<file path="src/rtl/wb_arbiter.sv">
// wb_arbiter
// Writeback arbiter between the per-unit writeback FIFOs (ALU, MUL, DIV, LSU)
// and the integer register file write port. Each cycle one non-empty source is
// picked round-robin, its head entry is popped, and a registered register-file
// write plus a commit-retire report for that entry are produced next cycle.
//
// Ports
//   clk              core clock, all state on rising edge
//   rst              synchronous active-high reset
//   src_empty_i      per-source FIFO empty flags
//   src_wdata_i      per-source head write data, source i at [i*DW +: DW]
//   src_waddr_i      per-source head destination register
//   src_commit_id_i  per-source head commit ID
//   src_pop_o        one-hot pop to the granted FIFO (combinational)
//   hold_i           debug/halt hold, suppresses all grants
//   reg_we_o         register file write enable (registered, never for x0)
//   reg_waddr_o      register file write address
//   reg_wdata_o      register file write data
//   commit_valid_o   commit-retire strobe (registered)
//   commit_id_o      retired commit ID
//   busy_o           any source non-empty or output stage valid

`ifndef REG_DATA_WIDTH
`define REG_DATA_WIDTH 32
`endif
`ifndef REG_ADDR_WIDTH
`define REG_ADDR_WIDTH 5
`endif
`ifndef COMMIT_ID_WIDTH
`define COMMIT_ID_WIDTH 6
`endif

module wb_arbiter #(
  parameter int NUM_SRC = 4
) (
  input  logic                                  clk,
  input  logic                                  rst,
  input  logic [NUM_SRC-1:0]                    src_empty_i,
  input  logic [NUM_SRC*`REG_DATA_WIDTH-1:0]    src_wdata_i,
  input  logic [NUM_SRC*`REG_ADDR_WIDTH-1:0]    src_waddr_i,
  input  logic [NUM_SRC*`COMMIT_ID_WIDTH-1:0]   src_commit_id_i,
  output logic [NUM_SRC-1:0]                    src_pop_o,
  input  logic                                  hold_i,
  output logic                                  reg_we_o,
  output logic [`REG_ADDR_WIDTH-1:0]            reg_waddr_o,
  output logic [`REG_DATA_WIDTH-1:0]            reg_wdata_o,
  output logic                                  commit_valid_o,
  output logic [`COMMIT_ID_WIDTH-1:0]           commit_id_o,
  output logic                                  busy_o
);

  localparam int DW = `REG_DATA_WIDTH;
  localparam int AW = `REG_ADDR_WIDTH;
  localparam int CW = `COMMIT_ID_WIDTH;
  localparam int PW = (NUM_SRC > 1) ? $clog2(NUM_SRC) : 1;

  logic [PW-1:0]      rr_ptr_r;
  logic [NUM_SRC-1:0] req_s;
  logic               grant_valid_s;
  logic [PW-1:0]      grant_idx_s;
  logic [PW-1:0]      rr_next_s;
  logic [DW-1:0]      sel_wdata_s;
  logic [AW-1:0]      sel_waddr_s;
  logic [CW-1:0]      sel_cid_s;

  logic               reg_we_r;
  logic [AW-1:0]      reg_waddr_r;
  logic [DW-1:0]      reg_wdata_r;
  logic               commit_valid_r;
  logic [CW-1:0]      commit_id_r;

  // Returns {found, index} of the first requester searching from ptr upward
  // modulo NUM_SRC. Walking the search order backwards lets the
  // highest-priority requester be the last one written.
  function automatic logic [PW:0] pick_grant(input logic [NUM_SRC-1:0] req,
                                             input logic [PW-1:0]      ptr);
    logic [PW:0] res;
    int          idx;
    res = {1'b0, {PW{1'b0}}};
    for (int k = NUM_SRC - 1; k >= 0; k--) begin
      idx = int'(ptr) + k;
      idx = (idx >= NUM_SRC) ? idx - NUM_SRC : idx;
      res = req[idx] ? {1'b1, PW'(idx)} : res;
    end
    return res;
  endfunction

  // Request masking, grant selection, pop decode and next round-robin pointer.
  always_comb begin
    req_s = ~src_empty_i & {NUM_SRC{~hold_i}} & {NUM_SRC{~rst}};
    {grant_valid_s, grant_idx_s} = pick_grant(req_s, rr_ptr_r);
    if (grant_valid_s) begin
      src_pop_o = NUM_SRC'(1) << grant_idx_s;
    end else begin
      src_pop_o = '0;
    end
    if (grant_idx_s == PW'(NUM_SRC - 1)) begin
      rr_next_s = '0;
    end else begin
      rr_next_s = grant_idx_s + PW'(1);
    end
  end

  // Head-entry mux for the granted source, using constant slices only.
  always_comb begin
    sel_wdata_s = '0;
    sel_waddr_s = '0;
    sel_cid_s   = '0;
    for (int i = 0; i < NUM_SRC; i++) begin
      if (grant_idx_s == PW'(i)) begin
        sel_wdata_s = src_wdata_i[i*DW +: DW];
        sel_waddr_s = src_waddr_i[i*AW +: AW];
        sel_cid_s   = src_commit_id_i[i*CW +: CW];
      end else begin
        sel_wdata_s = sel_wdata_s;
        sel_waddr_s = sel_waddr_s;
        sel_cid_s   = sel_cid_s;
      end
    end
  end

  // Pointer and output stage; data fields hold their last value when idle.
  always_ff @(posedge clk) begin
    if (rst) begin
      rr_ptr_r       <= '0;
      reg_we_r       <= 1'b0;
      reg_waddr_r    <= '0;
      reg_wdata_r    <= '0;
      commit_valid_r <= 1'b0;
      commit_id_r    <= '0;
    end else if (grant_valid_s) begin
      rr_ptr_r       <= rr_next_s;
      // x0 entries retire but never write the register file
      reg_we_r       <= (sel_waddr_s != '0);
      reg_waddr_r    <= sel_waddr_s;
      reg_wdata_r    <= sel_wdata_s;
      commit_valid_r <= 1'b1;
      commit_id_r    <= sel_cid_s;
    end else begin
      reg_we_r       <= 1'b0;
      commit_valid_r <= 1'b0;
    end
  end

  assign reg_we_o       = reg_we_r;
  assign reg_waddr_o    = reg_waddr_r;
  assign reg_wdata_o    = reg_wdata_r;
  assign commit_valid_o = commit_valid_r;
  assign commit_id_o    = commit_id_r;
  assign busy_o         = (|(~src_empty_i)) | commit_valid_r;

endmodule

</file>
<file path="config.mk">
export PLATFORM = sky130hd
export DESIGN_NAME = wb_arbiter
export DESIGN_NICKNAME = d
export VERILOG_FILES = /design/src/rtl/wb_arbiter.sv
export SDC_FILE = /design/constraint.sdc
export NUM_CORES = 1
export LEC_CHECK = 0
export ABC_CLOCK_PERIOD_IN_PS = 2300
export CAP_MARGIN = 10
export CORE_ASPECT_RATIO = 1.2
export CORE_UTILIZATION = 33
export CTS_CLUSTER_DIAMETER = 120
export DETAILED_ROUTE_END_ITERATION = 8
export HOLD_SLACK_MARGIN = 0.15
export MAX_ROUTING_LAYER = met4
export PLACE_DENSITY = 0.78
export SLEW_MARGIN = 20
export SYNTH_ARGS = -nofsm -noshare
export SYNTH_HDL_FRONTEND = slang
export SYNTH_SLANG_ARGS = --single-unit
</file>
<file path="constraint.sdc">
create_clock -name clk -period 2.3 [get_ports clk]
set_input_delay 0.345 -clock clk [delete_from_list [all_inputs] [get_ports clk]]
set_output_delay 0.345 -clock clk [all_outputs]
set_load 0.05 [all_outputs]
</file>
==> reports/metrics.cfg <==
[final_layout]
synthToLayoutAreaGrowth_pct = 90.3
final_nets = 807
num_antenna_cells = 0
fin_util_pct = 65.2
drive_gt1_share_pct = 26.6

[route]
ant_nets = 0
drc = 0
viasPerCell = 5.39
routedWlPerCell_um = 18.2
vias = 4043
dr.pass1.iters = 4
routed_wirelength_um = 13700
drt_iter0_markers = 103

[sta]
relSlewSlack_pct = 50.2
hold_violations = 0
hold_ws_ps = 448
fmax_ghz = 0.427
finalSetupViolCount = 3
slew_violations = 0
min_period_over_period_pct = 102
worstMarginPinSlew_ps = 747
fin_crit_ps = 2340
setup_ws_ps = -39.3
rsz0062_at_grt = true
skew_ps = 3.05

[clock_network]
ctsRootBufferMaster = clkbuf_16
clock-sinks = 47
htree_levels = 2
clock_path_buffers = 2
postCtsHoldBufs = 0
cts_buffers = 5
clkTransAtPathRegs_ps = 60
cts_tree = yes
clock_latency_ps = 290

[logic_synthesis]
synth_area_per_cell_sq_um = 8.96
syn_nets = 570
yosys_most_used_dff = dfxtp_1
yosysWarnings = 0
synthArstFlopShare_pct = 0
synth_edf_count = 0
syn_area_sq_um = 3470
synthCells = 387
synth_cell_types = 40
seq_area_frac_synth_pct = 27.1
yosys_register_bits = 47

[power]
ir_worst_vdd_mv = 0.271
intPower_mw = 1.95
pwr-share-comb_pct = 43.0
power.leakage_nw = 2.47
power_density_nw_per_um2 = 438
p_switching_mw = 0.934
power.share.clock_pct = 25.8
swShare_pct = 32.3
p_seq_share_pct = 31.3

[outcome]
violations = setup timing
outcome = complete, but fails checks

[placed_design]
port_buffers = 228
place_hpwl_um = 9230
routabilityCongestion = 0.852

[grt]
grt_usage_pct = 23.9
grt_first_pass_wirelength_um = 19700
grt_max_degree = 46
antenna_found_initial = 0
grt_remaining_overflow = 0
grt_pass1_vias = 4032

[job]
max_cap_viol_count = 0

[floorplan]
die_h_um = 114
die-width_um = 95.6
io-pin-count = 229
core_area_sq_um = 10100
die_area_sq_um = 10900
start_util_pct = 34.3
row_count = 40

[setup_path]
critPathRequiredTime_ps = 1960
reg2reg_slack_ps = -10
crit_fanout = 4
crit_path_start_kind = flop
worstPathArrival_ps = 1990
end_kind = output port
worstSetupPathType = reg -> out

[worst_hold_path]
min_path_type = in -> reg

[per-layer routing]
metal  wire (um)  track usage, %
met1        5330            24.9
met4         324            8.06
met3         887            4.45
met5           0               -
met2        7110            44.3
[layout by cell type (no fill, tap or decap), types with 2 or more instances in the layout]
cell             synthesis  routed
or2_4                    0       2
buf_4                    3      25
o311a_1                 38      38
a21oi_1                  8       7
clkbuf_16                0       6
clkdlybuf4s50_1          0     217
a211oi_1                 3       2
and3_4                   0       3
nor2_1                  39      39
clkdlybuf4s15_1          0       2
nor2b_1                 38      38
buf_12                   1      15
a2bb2oi_2                0       4
nand3_1                  4       4
dfxtp_1                 47      45
nand2_1                 45      45
nor3_2                  36      38
a22oi_2                  0       3
a221oi_2                29      35
buf_6                    4       7
inv_1                    7       7
a221o_1                  5       5
and2_4                   0       2
nand2b_1                 3       2
a221oi_4                 0       3
ha_4                     0       3
[cell families (layout without fill, tap and decap cells)]
| kind of cell | after synthesis | count (layout) | synth area share, % |
|---|---|---|---|
| DFF | 47 | 47 | 27.1 |
| buffers and inverters | 50 | 287 | 8.34 |
| adders and majority gates | 4 | 4 | 1.44 |
| and+or+nand+nor | 181 | 181 | 31.1 |
| AOI/OAI and AO/OA | 105 | 105 | 31.9 |
[area by class of cell]
type / count / area, sq um
fill: 833 / 3510
timing repair buffer: 272 / 2840
multi-input combinational: 290 / 2480
tap: 126 / 158
sequential: 47 / 946
inverter: 8 / 30.0
clock buffer: 6 / 139
clock inverter: 1 / 5.00
[power groups by stage]
stage                     combinational [mW]  sequential (mW)  clock, mW
final                                   1.24            0.902      0.745
after global routing                    1.31            0.908      0.786
after CTS                               1.21            0.903      0.761
after detailed placement                1.10            0.920          0
after global placement                  1.08            0.918          0
after floorplan                        0.388             1.11          0
[registers in the layout, summed over array words and instances (netlist names)]
register / count
commit_valid_o: 1
rr_ptr_r: 2
reg_waddr_o: 5
commit_id_o: 6
reg_we_o: 1
reg_wdata_o: 32
[repair_timing]
item / 4_1_cts / 5_1_grt
gates cloned: 3 / 1
resized for setup: 44 / 31
buffers inserted: 15 / 3
pin swaps: 40 / 58
setup endpoints to repair: 48 / 48
[worst paths after layout]
check        depth (start not counted)        endpoint      startpoint
min reg2reg                          2  reg_waddr_o[0]  reg_waddr_o[0]
min                                  3     rr_ptr_r[0]          hold_i
max                                  8    src_pop_o[1]     rr_ptr_r[0]
max reg2reg                         11  commit_id_o[4]     rr_ptr_r[0]
[cell usage after synthesis (2+ instances only)]
| master | n | share of area [%] |
|---|---|---|
| nand3_1 | 4 | 0.58 |
| clkbuf_1 | 15 | 1.6 |
| inv_1 | 7 | 0.76 |
| buf_2 | 17 | 2.5 |
| a221oi_1 | 9 | 2.3 |
| nor2_1 | 39 | 4.2 |
| nor3_1 | 2 | 0.29 |
| a22oi_1 | 3 | 0.65 |
| or2_2 | 2 | 0.36 |
| ha_1 | 4 | 1.4 |
| nor2b_1 | 38 | 6.9 |
| buf_4 | 3 | 0.65 |
| a21oi_1 | 8 | 1.2 |
| a211oi_1 | 3 | 0.65 |
| a221oi_2 | 29 | 13 |
| buf_8 | 2 | 0.87 |
| a221o_1 | 5 | 1.4 |
| nor3_2 | 36 | 10 |
| and3_1 | 4 | 0.72 |
| nand2_1 | 45 | 4.9 |
| and2_1 | 2 | 0.36 |
| dfxtp_1 | 47 | 27 |
| a2bb2oi_1 | 4 | 1.0 |
| o311a_1 | 38 | 11 |
| buf_6 | 4 | 1.3 |
| nand2b_1 | 3 | 0.54 |
[critical path: stages (launching register included)]
cell	delay [ps]
dfxtp_2	340
or2_4	230
and2_4	160
o211ai_1	210
buf_4	160
ha_4	170
buf_12	110
and3_4	180
buf_12	130
[metrics by stage]
stage / setup TNS [ps] / area, sq um / setup slack (ps) / std cells / power [mW]
floorplan: 0 / 3470 / 21.0 / 387 / 1.50
global placement: -24310 / 5950 / -582 / 724 / 2.00
detailed placement: -29780 / 5950 / -742 / 724 / 2.02
CTS: -495 / 6460 / -56.9 / 748 / 2.87
global route: -1310 / 6600 / -92.3 / 750 / 3.00
finish: -48.5 / 6600 / -39.3 / 750 / 2.89
Power figures use the tool's default switching activity.
